`src/rtl/ula_seq_if.sv`:
```
// ula_seq_if: instruction-issue handshake between a requester and ula_seq.
// The in_use_imm field exists only when ULA_SEQ_IMM_EN is defined.
interface ula_seq_if;
  logic       in_valid;
  logic       in_ready;
  logic       in_load;
  logic [2:0] in_op;
  logic [1:0] in_rd;
  logic [1:0] in_rs;
  logic [3:0] in_data;
`ifdef ULA_SEQ_IMM_EN
  logic       in_use_imm;
`endif

  modport master (
    output in_valid, in_load, in_op, in_rd, in_rs, in_data,
`ifdef ULA_SEQ_IMM_EN
    output in_use_imm,
`endif
    input  in_ready
  );

  modport slave (
    input  in_valid, in_load, in_op, in_rd, in_rs, in_data,
`ifdef ULA_SEQ_IMM_EN
    input  in_use_imm,
`endif
    output in_ready
  );
endinterface

```
`src/rtl/ula_seq.sv`:
```
// ula_seq: three-state instruction sequencer around an external 4-bit ALU.
// Owns a 4x4 register file; each accepted instruction takes IDLE->EXEC->DONE.
// Optional feature macro: ULA_SEQ_IMM_EN (immediate operand B from in_data).
module ula_seq (
  input  logic              clk,
  input  logic              rst,
  ula_seq_if.slave          bus,
  output logic signed [3:0] ula_a,
  output logic signed [3:0] ula_b,
  output logic [2:0]        ula_tula,
  input  logic [3:0]        ula_outp,
  input  logic              ula_stat,
  output logic              stat_q,
  output logic              done,
  input  logic [1:0]        obs_addr,
  output logic [3:0]        obs_data
);

  typedef enum logic [1:0] {
    IDLE = 2'd0,
    EXEC = 2'd1,
    DONE = 2'd2
  } state_t;

  state_t     state_r;
  logic [3:0] rf_r [4];
  logic       in_ready_r;
  logic       load_r;
  logic [2:0] op_r;
  logic [1:0] rd_r;
  logic [1:0] rs_r;
  logic [3:0] data_r;
`ifdef ULA_SEQ_IMM_EN
  logic       use_imm_r;
`endif
  logic       stat_op_s;
  logic [3:0] opb_s;

  assign bus.in_ready = in_ready_r;

  // Read port is purely combinational; a commit becomes visible after its edge.
  assign obs_data = rf_r[obs_addr];

  // Compare opcodes update stat_q only; all other opcodes write R[rd].
  always_comb begin
    stat_op_s = 1'b0;
    case (op_r)
      3'b011, 3'b100, 3'b101: stat_op_s = 1'b1;
      default:                stat_op_s = 1'b0;
    endcase
  end

  // Operand B source at acceptance: immediate or R[rs]. No register write
  // can land between acceptance and EXEC, so sampling here equals EXEC reads.
  always_comb begin
    opb_s = rf_r[bus.in_rs];
`ifdef ULA_SEQ_IMM_EN
    if (bus.in_use_imm) begin
      opb_s = bus.in_data;
    end else begin
      opb_s = rf_r[bus.in_rs];
    end
`endif
  end

  // Sequencer FSM: latch on acceptance, commit at end of EXEC, pulse done.
  always_ff @(posedge clk) begin
    if (rst) begin
      state_r    <= IDLE;
      for (int i = 0; i < 4; i++) rf_r[i] <= 4'd0;
      stat_q     <= 1'b0;
      done       <= 1'b0;
      in_ready_r <= 1'b1;
      ula_a      <= 4'sd0;
      ula_b      <= 4'sd0;
      ula_tula   <= 3'b000;
      load_r     <= 1'b0;
      op_r       <= 3'b000;
      rd_r       <= 2'd0;
      rs_r       <= 2'd0;
      data_r     <= 4'd0;
`ifdef ULA_SEQ_IMM_EN
      use_imm_r  <= 1'b0;
`endif
    end else begin
      case (state_r)
        IDLE: begin
          done <= 1'b0;
          if (bus.in_valid) begin
            load_r     <= bus.in_load;
            op_r       <= bus.in_op;
            rd_r       <= bus.in_rd;
            rs_r       <= bus.in_rs;
            data_r     <= bus.in_data;
`ifdef ULA_SEQ_IMM_EN
            use_imm_r  <= bus.in_use_imm;
`endif
            ula_a      <= $signed(rf_r[bus.in_rd]);
            ula_b      <= $signed(opb_s);
            ula_tula   <= bus.in_op;
            in_ready_r <= 1'b0;
            state_r    <= EXEC;
          end
        end
        EXEC: begin
          if (load_r) begin
            rf_r[rd_r] <= data_r;
          end else if (stat_op_s) begin
            stat_q <= ula_stat;
          end else begin
            rf_r[rd_r] <= ula_outp;
          end
          done    <= 1'b1;
          state_r <= DONE;
        end
        DONE: begin
          done       <= 1'b0;
          in_ready_r <= 1'b1;
          state_r    <= IDLE;
        end
        default: begin
          done       <= 1'b0;
          in_ready_r <= 1'b1;
          state_r    <= IDLE;
        end
      endcase
    end
  end

endmodule

```
`src/flat_wrapper.sv`:
```
// flat-port wrapper written by rule: the top's interface ports become plain ports
module ula_seq_flat 
  (clk, rst, ula_a, ula_b, ula_tula, ula_outp, ula_stat, stat_q, done, obs_addr, obs_data, bus_in_valid, bus_in_load, bus_in_op, bus_in_rd, bus_in_rs, bus_in_data, bus_in_ready);
  ula_seq_if bus_i ();
  input  logic clk;
  input  logic rst;
  output logic signed [3:0] ula_a;
  output logic signed [3:0] ula_b;
  output logic [2:0] ula_tula;
  input  logic [3:0] ula_outp;
  input  logic ula_stat;
  output logic stat_q;
  output logic done;
  input  logic [1:0] obs_addr;
  output logic [3:0] obs_data;
  input wire logic [$bits(bus_i.in_valid)-1:0] bus_in_valid;
  input wire logic [$bits(bus_i.in_load)-1:0] bus_in_load;
  input wire logic [$bits(bus_i.in_op)-1:0] bus_in_op;
  input wire logic [$bits(bus_i.in_rd)-1:0] bus_in_rd;
  input wire logic [$bits(bus_i.in_rs)-1:0] bus_in_rs;
  input wire logic [$bits(bus_i.in_data)-1:0] bus_in_data;
  output wire logic [$bits(bus_i.in_ready)-1:0] bus_in_ready;
  assign bus_i.in_valid = bus_in_valid;
  assign bus_i.in_load = bus_in_load;
  assign bus_i.in_op = bus_in_op;
  assign bus_i.in_rd = bus_in_rd;
  assign bus_i.in_rs = bus_in_rs;
  assign bus_i.in_data = bus_in_data;
  assign bus_in_ready = bus_i.in_ready;
  ula_seq u_core (.clk(clk), .rst(rst), .bus(bus_i), .ula_a(ula_a), .ula_b(ula_b), .ula_tula(ula_tula), .ula_outp(ula_outp), .ula_stat(ula_stat), .stat_q(stat_q), .done(done), .obs_addr(obs_addr), .obs_data(obs_data));
endmodule
```
`config.mk`:
```
export PLATFORM = sky130hd
export DESIGN_NAME = ula_seq_flat
export DESIGN_NICKNAME = d
export VERILOG_FILES = /design/src/rtl/ula_seq_if.sv /design/src/rtl/ula_seq.sv /design/src/flat_wrapper.sv
export SDC_FILE = /design/constraint.sdc
export NUM_CORES = 1
export LEC_CHECK = 0
export CORE_ASPECT_RATIO = 1.5
export CORE_UTILIZATION = 53
export DETAILED_ROUTE_END_ITERATION = 12
export PLACE_DENSITY = 0.83
export SKIP_LAST_GASP = 1
export SYNTH_ARGS = -nofsm -noshare
export SYNTH_HDL_FRONTEND = slang
export SYNTH_SLANG_ARGS = --single-unit
```
`constraint.sdc`:
```
create_clock -name clk -period 3.2 [get_ports clk]
set_input_delay 0.64 -clock clk [delete_from_list [all_inputs] [get_ports clk]]
set_output_delay 0.64 -clock clk [all_outputs]
set_load 0.03 [all_outputs]
```
-- After elaboration in Yosys (flattened, before gate mapping)
Memories as Yosys holds them, arrays and structs flattened. A register that Yosys moved wholly into a read port is not among the register bits.
Index checks and enable logic that the tools add are counted.
- bits in writable memories: 16
- output and inout port bits: 18
- input port bits: 22
- memories kept: 1
- register bits: 15
- reductions and logical operators: 6
- bitwise gates (word level): 3
- eq/ne operators: 5
- multiplexer cells: 21
- memory list (memory ; depth ; bits a word ; read ports ; clocked after memory_dff ; write ports ; RTL line ; source):
    u_core.rf_r ; 4 ; 4 ; 3 ; 2 ; 4 ; ula_seq.sv:26 ; logic [3:0] rf_r [4];
- operators with widths (cell ; count):
    2-to-1 mux 1 bit ; 15
    2-to-1 mux 4 bit ; 2
    == test 3 bit (second input constant) ; 2
    2-to-1 mux 2 bit ; 2
    case mux 2 bit (2 select lines) ; 1
    AND reduction 2 bit ; 2
    OR reduction 4 bit ; 1
    == test 3 x 2 -> 1 bit (second input constant) ; 1
    AND reduction 3 bit ; 1
    OR reduction 3 bit ; 1
    == test 2 x 1 -> 1 bit (second input constant) ; 1
    logical NOT 2 bit ; 1
    inequality test 2 bit (second input constant) ; 1
    inverter 1 bit ; 2
    case mux 1 bit (2 select lines) ; 1
    bitwise OR 1 bit ; 1

-- Depth between registers and ports, before layout
- depth after elaboration: 11
- gate-level depth with buffers: 6

-- Worst setup path before layout
Ideal clock, no wire load.
- path type: input to register
- start: input rst
- end: memory u_core.rf_r[0][0], enable pin
- setup time: 0.310 ns
- path buffers: 2
- stages: 5
- required time: 2.890 ns
- arrival: 1.804 ns
- slack: 1.086 ns
- cell sequence: buf_2 > or2_1 > clkbuf_1 > or4_4 > nand2b_1
- RTL lines (element ; RTL line ; source):
    from (decl) ; flat_wrapper.sv:6 ; input logic rst;
    to (decl) ; ula_seq.sv:26 ;

-- Final worst setup path
- start: input obs_addr[0]
- end: output obs_data[3]
- longest elaborated chain between the ends: 1
- RTL lines (element ; RTL line ; source):
    from (decl) ; flat_wrapper.sv:14 ; input logic [1:0] obs_addr;
    memory (4 x 4 bit) ; -- ;
    to (decl) ; flat_wrapper.sv:15 ; output logic [3:0] obs_data;
No other way between the ends.

==> out/results.tsv <==
metric	value	unit
ys.flop_type	sky130_fd_sc_hd__dfxtp_1	
tritoncts_clock_tree	built	
hold_class	reg -> reg	
syn-num-nets	190	
max_slew_margin	0.5297	
period_needed	3055	ps
crit_type	in -> out	
post_synth_num_cell_types	28	
floorplan.die.width	49.76	um
die_height	73.63	um
clock_skew	6.168	ps
run_status	completed	
cts_buffers	5	
clk-insertion-delay-late	280	ps
dr.first_iter.drc_count	58	
area_of_the_die	0.003663	mm^2
ys_seq_elements	39	
antenna_violating_nets_post_route	0	
sum_neg_setup_slack	0	ps
globalRouteTotalUtil	0.2584	
grt_pass1_wl	6.872	mm
post-cts-setup-buffer-count	0	
gp_congestion	0.8299	
power.density_cell_area	482.3	mW/mm^2
postRouteWirelength	4.330	mm
remaining_drc_errors	0	
grt_antenna_before_repair	0	
io-pin-count	40	
number_of_port_buffers	39	
finalHoldViolations	0	
critPathMaxFanout	4	
synth.area.top_cells	sky130_fd_sc_hd__edfxtp_1 (27%), sky130_fd_sc_hd__dfxtp_1 (25%), sky130_fd_sc_hd__mux4_2 (15%)	
routed-via-count	1470	
numClockSinks	39	
maxCapViolations	0	
postSynthCellCount	168	
yosysWarnings	0	
slew_viol_final	0	
vdd_ir_drop_max	338.4	uV
timing.critical_path.from_type	input pin	
finalHoldWorstSlack	452.9	ps
setup_viol	0	
final_layout_size_suffix_gt1_frac	0.1353	
netlist_area_pre_place	0.001813	mm^2
yosysMostFrequentCell	sky130_fd_sc_hd__nand2_1	
synth_largest_type_area_fraction	0.2650	
synth_async_sr_flop_share	0	
worstMarginPinSlew	705.4	ps
holdBufCountCts	0	
critical_path_required	2560	ps
cp_endpoint_kind	output port	
seq_area_frac_synth	0.5190	
setup_repair_after_global_routing_missed_its_margin	no	
dpl.hpwl	3.144	mm
final.period_utilization	0.9546	
route.detailed.vias_per_inst	5.951	
antennaDiodeCount	0	
num_rows	25	
post_cts_resize_count	0	
finalNetCount	228	
avgSynthCellArea	10.79	um^2
detail_route.first_pass.iterations	5	
synth-edff-count	16	
effective_utilization_at_floorplan	0.5682	
layout-area-overhead-vs-synth	27.88	%
overflow	0	
design.core.area	0.003191	mm^2
static-leakage-power	0.8369	nW
worst_ep_arrival_time	2410	ps
post_drt_wl_per_cell	17.53	um
cts_root_buf	sky130_fd_sc_hd__clkbuf_8	
fillCellCount	245	
cts_max_path_buffers	2	
fmax	327.3	MHz
synth_top_cell_by_area	sky130_fd_sc_hd__edfxtp_1	
grt_start_max_net_pins	20	
clock_tree.htree_level_count	2	
first_global_vias	1519	
synth.top_cells.by_count	sky130_fd_sc_hd__nand2_1 (38), sky130_fd_sc_hd__dfxtp_1 (23), sky130_fd_sc_hd__nor2_1 (20)	
clkSlewWorstSetupHoldPaths	70	ps
==> stage by stage <==
stage	utilization	worst slack [ps]	area (um^2)	instances	power, mW
3_3_place_gp	0.6953	185.6	2218	239	0.7578
3_5_place_dp	0.6953	137.9	2218	239	0.7658
2_1_floorplan	-	1086	1813	168	0.6842
6_report	0.7267	145.1	2318	247	1.118
5_1_grt	0.7267	74.27	2318	247	1.154
4_1_cts	0.7267	133.4	2318	247	1.122
==> routing by layer <==
| metal | vias up | GRT usage | wire length, um |
|---|---|---|---|
| li1 | 677 | - | - |
| met1 | 709 | 0.2370 | 1490 |
| met2 | 73 | 0.5120 | 2481 |
| met3 | 11 | 0.05176 | 231 |
| met4 | 0 | 0.1429 | 126 |
| met5 | - | 0 | 0 |
==> cell type report <==
type,instances,area [um^2],area share
sequential,39,940.9,0.4058
multi-input combinational,118,822.0,0.3546
timing repair buffer,40,397.9,0.1716
clock buffer,8,100.1,0.04317
tap,40,50.05,0.02159
inverter,2,7.507,0.003238
==> path summary, 6_finish.rpt <==
kind	slack (ps)	cells after the start	end	start
setup / recovery	150	3	obs_data[3]	obs_addr[0]
hold / removal	450	2	u_core.ula_b[2]	u_core.ula_b[2]
setup reg to reg	1320	4	u_core.rf_r[0][0]	u_core.ula_tula[2]
hold reg to reg	450	2	u_core.ula_b[2]	u_core.ula_b[2]
==> sequential cells by signal (all words and copies together) (netlist names) <==
name	count
u_core.done	1
u_core.load_r	1
u_core.ula_b	4
u_core.ula_a	4
u_core.data_r	4
u_core.stat_q	1
u_core.state_r	2
u_core.rf_r	16
u_core.ula_tula	3
u_core.rd_r	2
u_core.bus.in_ready	1
==> critical path: stages <==
cell and delay, ps:
sky130_fd_sc_hd__clkdlybuf4s50_1 620, sky130_fd_sc_hd__mux4_2 540, sky130_fd_sc_hd__clkdlybuf4s50_1 600
==> cells by family (layout without fill, tap and decap cells) <==
family,Yosys count,count (layout),share of synthesized area
AOI/OAI and AO/OA,30,30,0.1063
buffers and inverters,11,50,0.02761
DFF,39,39,0.5190
muxes,12,12,0.1491
and+or+nand+nor,76,76,0.1981
==> placed cells by master, fill, tap and decap left out, types with 5 or more instances in the layout <==
cell / synthesis / final
sky130_fd_sc_hd__clkbuf_8: 0 / 7
sky130_fd_sc_hd__edfxtp_1: 16 / 16
sky130_fd_sc_hd__nor2_1: 20 / 20
sky130_fd_sc_hd__dfxtp_1: 23 / 23
sky130_fd_sc_hd__clkdlybuf4s50_1: 0 / 39
sky130_fd_sc_hd__mux4_2: 12 / 12
sky130_fd_sc_hd__a21oi_1: 19 / 19
sky130_fd_sc_hd__nand2b_1: 5 / 5
sky130_fd_sc_hd__nand2_1: 38 / 38
==> report_power, final <==
group / internal (mW) / switching (mW) / total [mW]
Sequential: 0.543 / 0.0222 / 0.565
Clock: 0.197 / 0.165 / 0.362
Combinational: 0.0919 / 0.0991 / 0.191
Total: 0.832 / 0.286 / 1.12
Power figures use the tool's default switching activity.
